--- config.mk ---
export PLATFORM = sky130hd
export DESIGN_NAME = uart_echo_ctrl
export DESIGN_NICKNAME = d
export VERILOG_FILES = /design/src/rtl/uart_echo_ctrl.sv
export SDC_FILE = /design/constraint.sdc
export NUM_CORES = 1
export LEC_CHECK = 0
export CAP_MARGIN = 20
export CORE_MARGIN = 2
export CORE_UTILIZATION = 55
export CTS_CLUSTER_SIZE = 20
export DETAILED_ROUTE_END_ITERATION = 7
export HOLD_SLACK_MARGIN = 0.12
export PLACE_DENSITY = 0.82
export SLEW_MARGIN = 25
export SYNTH_ARGS = -nofsm -noshare
export SYNTH_HDL_FRONTEND = slang
export SYNTH_SLANG_ARGS = --single-unit
--- constraint.sdc ---
create_clock -name clk -period 7.5 [get_ports clk]
set_input_delay 1.125 -clock clk [delete_from_list [all_inputs] [get_ports clk]]
set_output_delay 1.125 -clock clk [all_outputs]
set_load 0.005 [all_outputs]
--- src/rtl/uart_echo_ctrl.sv ---
// UART echo controller: receiver bytes are buffered in a DEPTH-entry FIFO and replayed to the transmitter in order.
// Latency: a byte captured at edge N is loaded into the transmitter at edge N+1 at the earliest (wr_tx high the cycle after).
// Backpressure: tbr=0 or enable=0 stalls TX loads; a full FIFO drops the received byte and sets the sticky ovf flag.

// Generic single-clock FIFO with registered occupancy; push when full and pop when empty are ignored.
// Latency: a pushed entry becomes visible at head_dat one cycle after the push edge.
// Backpressure: the caller must check count; the FIFO never overwrites or underflows.
module fifo #(
    parameter int W     = 8,
    parameter int DEPTH = 8
) (
    input  logic                       clk,
    input  logic                       rst_n,
    input  logic                       push_vld,
    input  logic [W-1:0]               push_dat,
    input  logic                       pop_vld,
    output logic [W-1:0]               head_dat,
    output logic [$clog2(DEPTH):0]     count
);
    localparam int AW = $clog2(DEPTH);
    localparam int CW = AW + 1;
    localparam logic [CW-1:0] FULL_CNT = CW'(DEPTH);

    logic [W-1:0]  mem [DEPTH];
    logic [AW-1:0] wr_ptr;
    logic [AW-1:0] rd_ptr;
    logic          push_ok;
    logic          pop_ok;

    // Guard against overflow/underflow using the occupancy seen before the edge.
    always_comb begin
        push_ok = push_vld && (count != FULL_CNT);
        pop_ok  = pop_vld && (count != '0);
    end

    assign head_dat = mem[rd_ptr];

    // Storage array; contents are don't-care until written, so no reset.
    always_ff @(posedge clk) begin
        if (push_ok) begin
            mem[wr_ptr] <= push_dat;
        end
    end

    // Pointers wrap naturally because DEPTH is a power of two; count tracks push minus pop.
    always_ff @(posedge clk or negedge rst_n) begin
        if (!rst_n) begin
            wr_ptr <= '0;
            rd_ptr <= '0;
            count  <= '0;
        end else begin
            if (push_ok) begin
                wr_ptr <= wr_ptr + AW'(1);
            end
            if (pop_ok) begin
                rd_ptr <= rd_ptr + AW'(1);
            end
            case ({push_ok, pop_ok})
                2'b10:   count <= count + CW'(1);
                2'b01:   count <= count - CW'(1);
                default: count <= count;
            endcase
        end
    end
endmodule

module uart_echo_ctrl #(
    parameter int DEPTH = 8
) (
    input  logic                       clk,
    input  logic                       rst_n,
    input  logic                       enable,
    input  logic                       rda,
    input  logic [7:0]                 rx_data,
    output logic                       rd_rx,
    input  logic                       tbr,
    output logic                       wr_tx,
    output logic [7:0]                 wr_data,
    output logic [$clog2(DEPTH):0]     count,
    output logic                       ovf,
    input  logic                       ovf_clr
);
    localparam int CW = $clog2(DEPTH) + 1;
    localparam logic [CW-1:0] FULL_CNT = CW'(DEPTH);

    typedef enum logic [1:0] {R_IDLE, R_ACK, R_WAIT} rx_state_t;
    typedef enum logic [1:0] {T_IDLE, T_LOAD, T_HOLD} tx_state_t;

    rx_state_t  rx_state, rx_state_nxt;
    tx_state_t  tx_state, tx_state_nxt;
    logic       hold_cnt;
    logic       rx_start;
    logic       tx_start;
    logic       fifo_full;
    logic       discard;
    logic [7:0] head_dat;

    // The full check uses pre-edge occupancy, so a simultaneous pop does not make room for the new byte.
    fifo #(.W(8), .DEPTH(DEPTH)) u_fifo (
        .clk      (clk),
        .rst_n    (rst_n),
        .push_vld (rx_start && !fifo_full),
        .push_dat (rx_data),
        .pop_vld  (tx_start),
        .head_dat (head_dat),
        .count    (count)
    );

    assign fifo_full = (count == FULL_CNT);
    assign discard   = rx_start && fifo_full;
    assign rd_rx     = (rx_state == R_ACK);
    assign wr_tx     = (tx_state == T_LOAD);

    // RX state register.
    always_ff @(posedge clk or negedge rst_n) begin
        if (!rst_n) begin
            rx_state <= R_IDLE;
        end else begin
            rx_state <= rx_state_nxt;
        end
    end

    // RX next state: only R_IDLE looks at rda/enable; the ack/wait tail always completes.
    always_comb begin
        rx_state_nxt = rx_state;
        rx_start     = 1'b0;
        case (rx_state)
            R_IDLE: begin
                if (rda && enable) begin
                    rx_start     = 1'b1;
                    rx_state_nxt = R_ACK;
                end
            end
            R_ACK:   rx_state_nxt = R_WAIT;
            R_WAIT:  rx_state_nxt = R_IDLE;
            default: rx_state_nxt = R_IDLE;
        endcase
    end

    // TX state register plus the two-cycle hold counter.
    always_ff @(posedge clk or negedge rst_n) begin
        if (!rst_n) begin
            tx_state <= T_IDLE;
            hold_cnt <= 1'b0;
        end else begin
            tx_state <= tx_state_nxt;
            hold_cnt <= (tx_state == T_HOLD) && !hold_cnt;
        end
    end

    // TX next state: a load needs data, a ready transmitter and enable; load and hold always run to the end.
    always_comb begin
        tx_state_nxt = tx_state;
        tx_start     = 1'b0;
        case (tx_state)
            T_IDLE: begin
                if ((count != '0) && tbr && enable) begin
                    tx_start     = 1'b1;
                    tx_state_nxt = T_LOAD;
                end
            end
            T_LOAD:  tx_state_nxt = T_HOLD;
            T_HOLD:  tx_state_nxt = hold_cnt ? T_IDLE : T_HOLD;
            default: tx_state_nxt = T_IDLE;
        endcase
    end

    // Transmit data register holds the last popped byte; sticky overflow where a discard beats a clear.
    always_ff @(posedge clk or negedge rst_n) begin
        if (!rst_n) begin
            wr_data <= 8'h00;
            ovf     <= 1'b0;
        end else begin
            if (tx_start) begin
                wr_data <= head_dat;
            end
            if (discard) begin
                ovf <= 1'b1;
            end else if (ovf_clr) begin
                ovf <= 1'b0;
            end
        end
    end
endmodule

* After elaboration in Yosys (flattened, before gate mapping)
Memory sizes are Yosys's and may differ from the RTL's. A register that Yosys moved wholly into a read port is not among the register bits. Index checks and enable logic that the tools add are counted.
Word-level totals: register bits 16, RAM bits 64, bits of input ports 14, output and inout bits 15, word-level logic and storage cells 51, memories kept 1
Operators by class: add/subtract/negate cells 4, equality and inequality tests 9, muxes and demuxes 14, reductions and logical operators 16
Memories:
- u_fifo.mem | depth 8, width 8, read ports 1, clocked after Yosys merged registers in 1, write ports 1, RTL line 24 | logic [W-1:0] mem [DEPTH];
Operators with widths (count):
- $logic_and A1 B1 Y1 | 8
- $mux W1 | 8
- $pmux W4 S2 | 1
- $add A3 B1 Y3 const B | 2
- $eq A2 B1 Y1 const B | 3
- $mux W2 | 3
- $pmux W2 S3 | 1
- $add A4 B1 Y4 const B | 1
- $eq A2 B2 Y1 const B | 2
- $eq A4 B4 Y1 const B | 1
- $logic_not A2 Y1 | 2
- $ne A2 B2 Y1 const B | 2
- $ne A4 B4 Y1 const B | 1
- $pmux W2 S2 | 1
- $reduce_bool A2 Y1 | 2
- $reduce_bool A4 Y1 | 1
- $sub A4 B1 Y4 const B | 1
- $logic_not A1 Y1 | 3

* Depth between registers and ports, before layout
depth after elaboration 8, depth in mapped cells 9, gate-level depth less buffers 9

* By module
Synthesis repeated with hierarchy kept, for this count alone.
Unflattened totals: cell total of the unflattened synthesis 197, area total of the unflattened synthesis 3667.3 µm²
Modules (own cells, without submodules):
- fifo | instances 1, cells an instance 158, area each 3114.2 µm², sequential area each 2172.1 µm²
- uart_echo_ctrl | instances 1, cells an instance 39, area each 553.0 µm², sequential area each 350.3 µm²

* Least setup slack after synthesis
No wires, ideal clock.
path type in2reg, start point input enable, end point register u_fifo.count[3], library setup time 126 ps, data arrival time 3117 ps, data required time 7374 ps, setup slack 4257 ps, stages 9, buffers on the path 1, path through nand2_1 > a2111oi_4 > buf_2 > ha_1 > ha_1 > a21o_1 > a2111oi_2 > a41oi_1 > a221o_1
On the way: elaborated cells on any way between the ends 13, classes of those cells eq/ne (2); mux (5); reduce/logical (6)
RTL lines:
- start, declared | RTL line 72 | input logic enable,
- $logic_and A1 B1 Y1 * | RTL line 157 | if ((count != '0) && tbr && enable) begin
- $mux W1 * | RTL line 157
- $mux W1 * | RTL line 155 | case (tx_state)
- $logic_and A1 B1 Y1 * | RTL line 33 | pop_ok = pop_vld && (count != '0);
- named net u_fifo.pop_ok | RTL line 28 | logic pop_ok;
- $eq A2 B1 Y1 / $eq A2 B2 Y1 (equally long branches) | RTL line 58 | case ({push_ok, pop_ok})
- $pmux W4 S2 / $reduce_bool A2 Y1 (equally long branches)
- end signal, assigned | RTL line 59 | 2'b10: count <= count + CW'(1);
- end signal, assigned | RTL line 60 | 2'b01: count <= count - CW'(1);
- end signal, assigned | RTL line 61 | default: count <= count;
- end, declared | RTL line 18 | output logic [$clog2(DEPTH):0] count
Mark *: on every way through the listed nets, which the timed path passes. The rest lies on a longest branch. A chain may end at the register's enable or synchronous reset.

* Worst setup path after layout
start point input enable, end point register u_fifo.count[3]
On the way: longest elaborated chain between the ends 7, elaborated cells on any way between the ends 13, classes of those cells eq/ne (2); mux (5); reduce/logical (6)
RTL lines:
- $logic_and A1 B1 Y1 | RTL line 129 | if (rda && enable) begin
- $mux W1 | RTL line 129
- $mux W1 | RTL line 127 | case (rx_state)
- $logic_and A1 B1 Y1 | RTL line 102 | .push_vld (rx_start && !fifo_full),
- $logic_and A1 B1 Y1 | RTL line 32 | push_ok = push_vld && (count != FULL_CNT);
- $eq A2 B1 Y1 / $eq A2 B2 Y1 (equally long branches) | RTL line 58
- $pmux W4 S2 / $reduce_bool A2 Y1 (equally long branches)
Parallel ways exist; a longest one is shown, timed or not.

==> flow_summary.yaml <==
outcome:
  outcome: "finished clean"
synthesis:
  yosysWarnings: 0
  synth_simple_gate_area_share_pct: 4.94
  netlist_area_um2: 3540
  ys_seq_area_share_pct: 71.2
  syn-mean-instance-area_um2: 18.2
  ys_types: 37
  ys_ff_latch: 88
  synth_compound_area_share_pct: 4.24
  synth_nets: 215
  synth_xor_area_share_pct: 1.48
  netlist_instances: 195
  synth_top_family_by_area: "multiplexers"
  synthAdderAreaFrac_pct: 2.33
  synthMuxAreaShare_pct: 13.7
cts:
  htree_levels: 3
  cts_tree: "yes"
  clock_path_buffers: 2
  cts-root-buf: "clkbuf_8"
  cts_hold_buf: 0
  numCtsBuffers: 9
  post_cts_buffers: 0
  cts_resized: 0
  cts.sinks: 88
  clk_pin_slew_ns: 0.08
  clk_latency_ns: 0.35
sta:
  hold_violations: 0
  rsz0062_at_grt: "false"
  fmax_ghz: 0.281
  period_needed_ns: 3.56
  fin_ws_ns: 3.94
  slew_violations: 0
  fin_skew_ns: 0.00890
  slew_headroom_pct: 38.8
  period_share_pct: 47.4
  setup_viol: 0
  setup_tns_ns: 0
  tightest_slew_ns: 0.914
hold_path:
  whs_endpoint: "hold_cnt"
  hp-start: "hold_cnt"
  hold_path_depth: 1
  hold_class: "flop to flop"
placed_design:
  gp_congestion: 0.759
  place_hpwl_um: 3610
  pre_cts_ws_ns: 3.58
  dpl_cell_area_um2: 3890
  io_buffers: 28
die:
  core-area_um2: 6280
  fp.dieW_um: 84.3
  initial_core_util_pct: 56.4
  die_h_um: 84.3
  rows: 29
  ios: 29
  dieArea_um2: 7100
grt:
  grt_start_max_net_pins: 25
  grt.total_usage_pct: 17.2
  antenna_found_initial: 0
  grt_pass1_wl_um: 8930
  grt-ovfl-total: 0
  grt_pass1_vias: 1722
layout:
  final_common_cell: "edfxtp_1"
  finalNetCount: 250
  final_cell_mix: "edfxtp_1 (64), clkdlybuf4s50_1 (27), dfrtp_1 (23)"
  design_area_um2: 4090
  syn_to_final_growth_pct: 15.5
  nFillCells: 428
  layout-drive-gt1-share_pct: 17.0
  diodes: 0
route:
  routedWlPerCell_um: 18.0
  wl_um: 5630
  ant_nets: 0
  via_per_inst: 5.64
  vias: 1759
  drc: 0
  first_pass_iters: 5
  drtIter0Drc: 133
power_and_ir_drop:
  ir_drop_uv: 235
  power.density_nw_per_um2: 341
  p_leak_nw: 1.45
  finalPower_w: 0.00140
setup_path:
  r2r_start: "u_fifo.count[1]"
  slowest_delay_ns: 0.47
  slowest_stage: "clkdlybuf4s50_1"
  worst_setup_path_start_kind: "primary input"
  r2r_cells: 9
  r2r-end: "u_fifo.count[3]"
  cp_top_family: "compound AO/OA/AOI/OAI gates"
  path_buf_inv: 2
  path_cells: "clkdlybuf4s50_1, nand2_1, a2111oi_4, buf_4, ha_1, ha_1, a21o_1, a2111oi_2, a41oi_1, a221o_1"
  crit_required_ns: 7.74
  crit_arrival_ns: 3.80
  cp_max_fo: 20
  cpMostUsedCell: "ha_1"
  critPathKind: "primary input to flop"
  end_kind: "flop"
  r2r_slack_ns: 4.66
job:
  maxCapViolations: 0
-- how the worst max path moves through the flow --
stage | slack [ns] | end | depth (start not counted) | startpoint
global placement | 3.65 | u_fifo.count[3] | 10 | enable
CTS | 3.96 | u_fifo.count[3] | 10 | enable
floorplan | 4.26 | u_fifo.count[3] | 9 | enable
finish | 3.94 | u_fifo.count[3] | 10 | enable
detailed placement | 3.58 | u_fifo.count[3] | 10 | enable
global route | 3.80 | u_fifo.count[3] | 10 | enable
-- worst reg2reg max path, cell delays in order (launching register included) --
cell and delay [ns]:
dfrtp_1 0.43, nor3_2 0.41, a2111oi_4 0.13, buf_4 0.23
ha_1 0.27, ha_1 0.29, a21o_1 0.22, a2111oi_2 0.36
a41oi_1 0.08, a221o_1 0.32
-- state kept, by name, indices dropped and copies added (netlist names) --
signal         count
u_fifo.mem        64
wr_data            8
u_fifo.count       4
u_fifo.rd_ptr      3
u_fifo.wr_ptr      3
rx_state           2
tx_state           2
hold_cnt           1
ovf                1
-- synthesized netlist by cell type --
library cell  number  share of area [%]
a221o_1            1               0.28
nor3_1             3               0.42
nor4_1             1               0.18
a21boi_2           1               0.32
o21ai_0            2               0.28
mux2_1             1               0.32
fa_1               1               0.56
nor3_2             1               0.28
buf_6              2               0.64
mux4_2            13                8.3
or2_2              1               0.18
nor2b_1            3               0.53
a21oi_1            9                1.3
mux4_1             3                2.2
nand2_1            6               0.64
nand3_1            1               0.14
a21o_1             1               0.21
edfxtp_1          64                 54
a2111oi_2          1               0.42
nor2_1            14                1.5
ha_1               5                1.8
buf_4              1               0.21
and4bb_2           1               0.35
mux2_2             1               0.32
nor3b_1            1               0.21
a31oi_1            1               0.18
dfrtp_1           24                 17
nand2b_1           3               0.53
a2111oi_4          1               0.78
a41oi_1            1               0.25
clkbuf_2           1               0.14
inv_1              7               0.74
mux2i_1            9                2.5
a2111oi_0          1               0.25
buf_2              3               0.42
xnor2_1            3               0.74
xor2_1             3               0.74
-- kinds of logic after synthesis --
logic type,after synthesis
flops,88
xor+xnor,6
simple gates,35
compound gates,19
fa+ha+maj,6
buf+inv,14
mux,27
-- power breakdown --
| part | total [W] | internal [W] | switching [W] | leakage (nW) |
|---|---|---|---|---|
| clock | 0.000324 | 0.000158 | 0.000166 | 0.103 |
| combinational | 0.000364 | 0.000226 | 0.000138 | 0.488 |
| sequential | 0.000709 | 0.000598 | 0.000111 | 0.862 |
-- metal layers --
layer,up-vias,routed length (um),global-route usage [%]
li1,832,-,-
met1,883,2320,21.3
met2,36,2920,28.7
met3,8,268,4.82
met4,0,115,7.48
met5,-,0,0
-- layout make-up --
cell class | instances | area (um2) | share of cell area, %
Clock buffer | 9 | 124 | 3.03
Sequential cell | 88 | 2520 | 61.7
Inverter | 7 | 26.3 | 0.642
Clock inverter | 7 | 80.1 | 1.96
Tap cell | 77 | 96.3 | 2.35
Timing Repair Buffer | 31 | 298 | 7.28
Multi-Input combinational cell | 93 | 945 | 23.1
-- metrics by stage --
step	hold slack [ns]	util [%]	std cells
6_report	0.418	65.2	312
5_1_grt	0.451	65.2	312
4_1_cts	0.421	65.2	312
3_5_place_dp	0.410	61.9	296
3_3_place_gp	0.404	62.0	296
2_1_floorplan	0.389	-	195
(Power assumes the default switching activity.)
==> variant 1, RTL diff (config.mk and constraints unchanged) <==
Register the outputs `rd_rx` and `wr_tx`; this adds one clock of latency there. The other outputs are not delayed to match. Comments in the files are not updated.
--- a/src/rtl/uart_echo_ctrl.sv
+++ b/src/rtl/uart_echo_ctrl.sv
@@ -109,6 +109,8 @@
     assign fifo_full = (count == FULL_CNT);
     assign discard   = rx_start && fifo_full;
-    assign rd_rx     = (rx_state == R_ACK);
-    assign wr_tx     = (tx_state == T_LOAD);
+    always_ff @(posedge clk) begin
+        rd_rx <= (rx_state == R_ACK);
+        wr_tx <= (tx_state == T_LOAD);
+    end
 
     // RX state register.
Behaviour: not the same (Yosys sat finds a counterexample within 4 cycles, from zero or initial values and one cycle with rst_n low).
==> variant 1 against the original RTL <==
- worst setup slack got worse by 400 ps
- synthesized cell count increased by 1.0%
- count of clock-buffer cells in the layout unchanged
- utilization about the same
- sequential cell count increased by 2
- maximum frequency decreased by 10%
- wire length increased by 7.8%
- sequential share of layout area increased by 0.62 points
- power increased by 2.2%
- area after synthesis increased by 1.1%
- clock power increased by 2%
- design area increased by 0.58%
- critical endpoint unchanged
==> variant 1: results (changes against the original RTL) <==
Outcome
  – Status: finished, final reports clean

Power
  – Comb group: 0.367 mW
  – Power per cell area: 347 nW/µm² (+1.6%)
  – Clock power frac: 0.231
  – Sw Ratio: 0.305 (+0.00823)
  – Maximum VDD drop: 178 µV (-24%)
  – Lkg Pwr: 1.46 nW (+0.29%)

Place
  – Routability Congestion: 0.756 (-0.38%)
  – PortBufs: 28 (unchanged)
  – HPWL Detailed: 3830 µm (+5.9%)

CTS
  – Worst-skew pair later-pin latency: 350 ps (about the same)
  – Post-CTS Setup Bufs: 0 (unchanged)
  – Clock transition at path regs: 90 ps
  – Maximum clock insertion buffer count: 2 (unchanged)
  – Clock buffer count from CTS: 9 (unchanged)

Worst setup path
  – Cells on worst reg2reg path: 8 (-1)
  – Peak fanout along the critical path: 20 (unchanged)
  – Reg-to-reg endpoint: u_fifo.count[3]$_DFFE_PN0P_
  – Worst reg-to-reg setup slack: 4260 ps (-400 ps)
  – FF-to-FF Start: u_fifo.count[0]$_DFFE_PN0P_
  – CP arrival: 4210 ps (+410 ps)

Logic synthesis
  – Yosys cell types: 38 (+2.7%)
  – Post-synthesis mux area share: 0.135 (-0.00153)
  – Synth top cells by count: edfxtp_1, dfrtp_1, nor2_1, mux4_2
  – Asr flop ratio synth: 0.267 (-0.00606)
  – Synth Area in XOR/XNOR: 0.0147 (-0.000166)
  – Post-synthesis sequential area ratio: 0.715 (+0.00322)
  – Syn_nets: 217 (+0.93%)
  – Adder-cell share of the synthesized area: 0.0230 (-0.000260)
  – Yosys warns: 0 (unchanged)
  – Post-synthesis compound-gate area fraction: 0.0419 (-0.000473)
  – Synth area leaders: edfxtp_1, dfrtp_1, mux4_2

Timing
  – Slew HR: 0.333 (-0.0552)
  – Clock skew: 14.4 ps (+5.46 ps)

Cells and area
  – Post-layout nets: 250 (unchanged)
  – Number of fillers in the final layout: 444 (+3.7%)
  – Biggest regs: u_fifo.mem x64, wr_data x8, u_fifo.count x4
  – Ant diodes: 0 (unchanged)

Routing
  – Routed vias: 1823 (+3.6%)
  – Drt first pass iters: 4 (-1)
  – Drt drc: 0 (unchanged)
  – Initial drt markers: 93 (-30%)
  – Post-Route WL: 6070 µm (+7.8%)

GRT
  – Vias in the first global route: 1850 (+7.4%)
  – Global-route wire length before repair: 9940 µm (+11%)
  – Tot GR Track Use: 0.191 (+0.0182)

Min path
  – Hold EP: hold_cnt$_DFF_PN0_
  – Class of the worst hold path: flip-flop to flip-flop
[variant 1: cell types whose count changed after synthesis, sizes merged]
cell   change
dfxtp      +2
[variant 1: how the worst max path moves through the flow]
stage / cells after the start / from / end / slack, ps
floorplan: 9 / enable / u_fifo.count[3]$_DFFE_PN0P_ / 4260
global placement: 9 / enable / u_fifo.count[3]$_DFFE_PN0P_ / 3240
detailed placement: 9 / enable / u_fifo.count[3]$_DFFE_PN0P_ / 3160
CTS: 9 / enable / u_fifo.count[3]$_DFFE_PN0P_ / 3540
global route: 9 / enable / u_fifo.count[3]$_DFFE_PN0P_ / 3300
finish: 9 / enable / u_fifo.count[3]$_DFFE_PN0P_ / 3540
[variant 1: metal layers]
metal | GRT usage | share of wire | vias up
li1 | - | - | 830
met1 | 0.271 | 0.46 | 929
met4 | 0.0924 | 0.027 | 0
met5 | 0 | 0 | -
met2 | 0.282 | 0.48 | 50
met3 | 0.0442 | 0.040 | 14
[variant 1: metrics by stage]
stage | cell area, µm² | hold slack, ps | setup WS (ps) | cells | util
after floorplan | 3580 | 389 | 4260 | 197 | -
after global placement | 3920 | 400 | 3240 | 296 | 0.621
after detailed placement | 3920 | 424 | 3160 | 296 | 0.620
after CTS | 4120 | 436 | 3540 | 312 | 0.652
after global routing | 4120 | 457 | 3300 | 312 | 0.652
final | 4120 | 433 | 3540 | 312 | 0.652
[variant 1: final cells by class]
cell class	count	area share
Sequential cell	90	0.623
Multi-Input combinational cell	93	0.231
Timing Repair Buffer	29	0.0687
Clock buffer	9	0.0301
Tap cell	77	0.0234
Clock inverter	7	0.0179
Inverter	7	0.00638
[variant 1: critical path, stage by stage]
cell	delay (ps)
clkdlybuf4s50_1	470
nand2_1	100
a2111oi_4	910
ha_1	350
ha_1	250
a21o_1	210
a2111oi_2	370
a41oi_1	80
a221o_1	330
==> variant 2, RTL diff (same settings) <==
Made on the original files. `DEPTH` is set to 8 in 2 places; all go to 32.
--- a/src/rtl/uart_echo_ctrl.sv
+++ b/src/rtl/uart_echo_ctrl.sv
@@ -8,5 +8,5 @@
 module fifo #(
     parameter int W     = 8,
-    parameter int DEPTH = 8
+    parameter int DEPTH = 32
 ) (
     input  logic                       clk,
@@ -66,5 +66,5 @@
 
 module uart_echo_ctrl #(
-    parameter int DEPTH = 8
+    parameter int DEPTH = 32
 ) (
     input  logic                       clk,
Interface: changed (resized count); port bits go from 29 to 31. The function was not compared with the original's and may differ.
==> variant 2 against the original RTL <==
- sequential share of layout area increased by 3.8 points
- global-route usage increased by 5.6 points
- clock skew increased by 3.4 ps
- power increased to 3.2 times the old value
- die area increased to 3.1 times the old value
- utilization decreased by 1.8 points
- sequential cell count increased by 198
- cell count increased to 3.0 times the old value
- worst hold slack improved by 30 ps
- design area increased to 3.2 times the old value
- count of clock-buffer cells in the layout increased by 20
- wire length increased to 4.4 times the old value
- highest routed layer unchanged
- worst setup slack got worse by 170 ps
- largest power group unchanged
- area after synthesis increased to 3.2 times the old value
==> variant 2: results (changes against the original RTL) <==
Outcome
  – Status: finished, final reports clean

Worst setup path
  – Setup crit end: u_fifo.count[5]$_DFFE_PN0P_
  – CP arrival: 4170 ps (+370 ps)
  – CP max stage cell: a31oi_1
  – Worst reg-to-reg setup slack: 4330 ps (-330 ps)
  – Cells on worst reg2reg path: 6 (-3)
  – Peak fanout along the critical path: 9 (-55%)
  – Reg-to-reg endpoint: wr_data[7]$_DFFE_PN0N_
  – Top delay family on crit path: compound AO/OA/AOI/OAI gates
  – Slowest stage delay, CP: 680 ps (+210 ps)

Routing
  – Routed vias: 5964 (+240%)
  – Met2 WL post-DR: 12500 µm (+330%)
  – Metal-1 WL: 9210 µm (+300%)
  – Initial drt markers: 606 (+360%)
  – Post-Route WL: 24500 µm (+340%)

GRT
  – Met3 Use GR: 0.0396 (-0.00861)
  – Vias in the first global route: 6083 (+250%)
  – Global-route wire length before repair: 37100 µm (+320%)
  – Met1 Resource Use GR: 0.307 (+0.0944)
  – Met2 Resource Use GR: 0.392 (+0.105)
  – Largest net degree at the start of global routing: 71 (+180%)
  – Tot GR Track Use: 0.228 (+0.0561)

Power
  – Lkg Pwr: 4.34 nW (+200%)
  – Int Power: 3.21 mW (+230%)

Logic synthesis
  – Asr flop ratio synth: 0.105 (-0.168)
  – Synth top cells by count: edfxtp_1, nor2_1, mux4_2, dfrtp_1, nand2_1
  – Post-synthesis mux area share: 0.144 (+0.00779)
  – Number of flops mapped to enable cells by yosys: 256 (+300%)
  – Yosys cell types: 46 (+24%)
  – Post-synthesis sequential area ratio: 0.735 (+0.0228)
  – Adder-cell share of the synthesized area: 0.0126 (-0.0107)
  – Syn_nets: 629 (+190%)
  – Post-synthesis compound-gate area fraction: 0.0309 (-0.0114)
  – Synth area leaders: edfxtp_1, mux4_2, dfrtp_1

Place
  – Routability Congestion: 0.818 (+7.7%)
  – HPWL Detailed: 14400 µm (+300%)
  – PortBufs: 30 (+7.1%)

Timing
  – Slew @ Worst Pin: 974 ps (+59.9 ps)
  – Clock skew: 12.3 ps (+3.40 ps)

CTS
  – Clock buffer count from CTS: 27 (+18)
  – Worst-skew pair later-pin latency: 530 ps (+180 ps)
  – Clock transition at path regs: 60 ps (-20 ps)
  – H-tree levels: 1 (-2)
  – CTS root buf: clkbuf_16
  – Maximum clock insertion buffer count: 3 (+1)

Cells and area
  – Share of cells above drive strength 1: 0.170 (-0.000288)

Min path
  – Hold path startpoint: hold_cnt$_DFF_PN0_
[variant 2: changes by cell type in the layout (fill, tap and decap cells not counted), sizes merged, moves of 12 or more]
cell / change
mux2i: +12
inv: +13
nand2: +20
nor2: +36
clkbuf: +20
mux4: +42
o21ai: +14
edfxtp: +192
[variant 2: per-stage QoR]
step | std cells | power (mW) | hold WS, ps | worst slack (ps) | area, µm²
floorplan | 604 | 2.76 | 389 | 4220 | 11500
global placement | 885 | 3.04 | 402 | 3450 | 12000
detailed placement | 885 | 3.08 | 407 | 3320 | 12000
CTS | 935 | 4.50 | 451 | 3820 | 12900
global route | 935 | 4.65 | 470 | 3560 | 12900
finish | 935 | 4.48 | 448 | 3770 | 12900
[variant 2: cell type report]
type                       instances  area, µm²
sequential                       286       8440
tap                              270        338
timing repair buffer              39        343
inverter                          20       75.1
clock buffer                      29        693
fill                            1284       7460
clock inverter                    21        240
multi-input combinational        270       2770
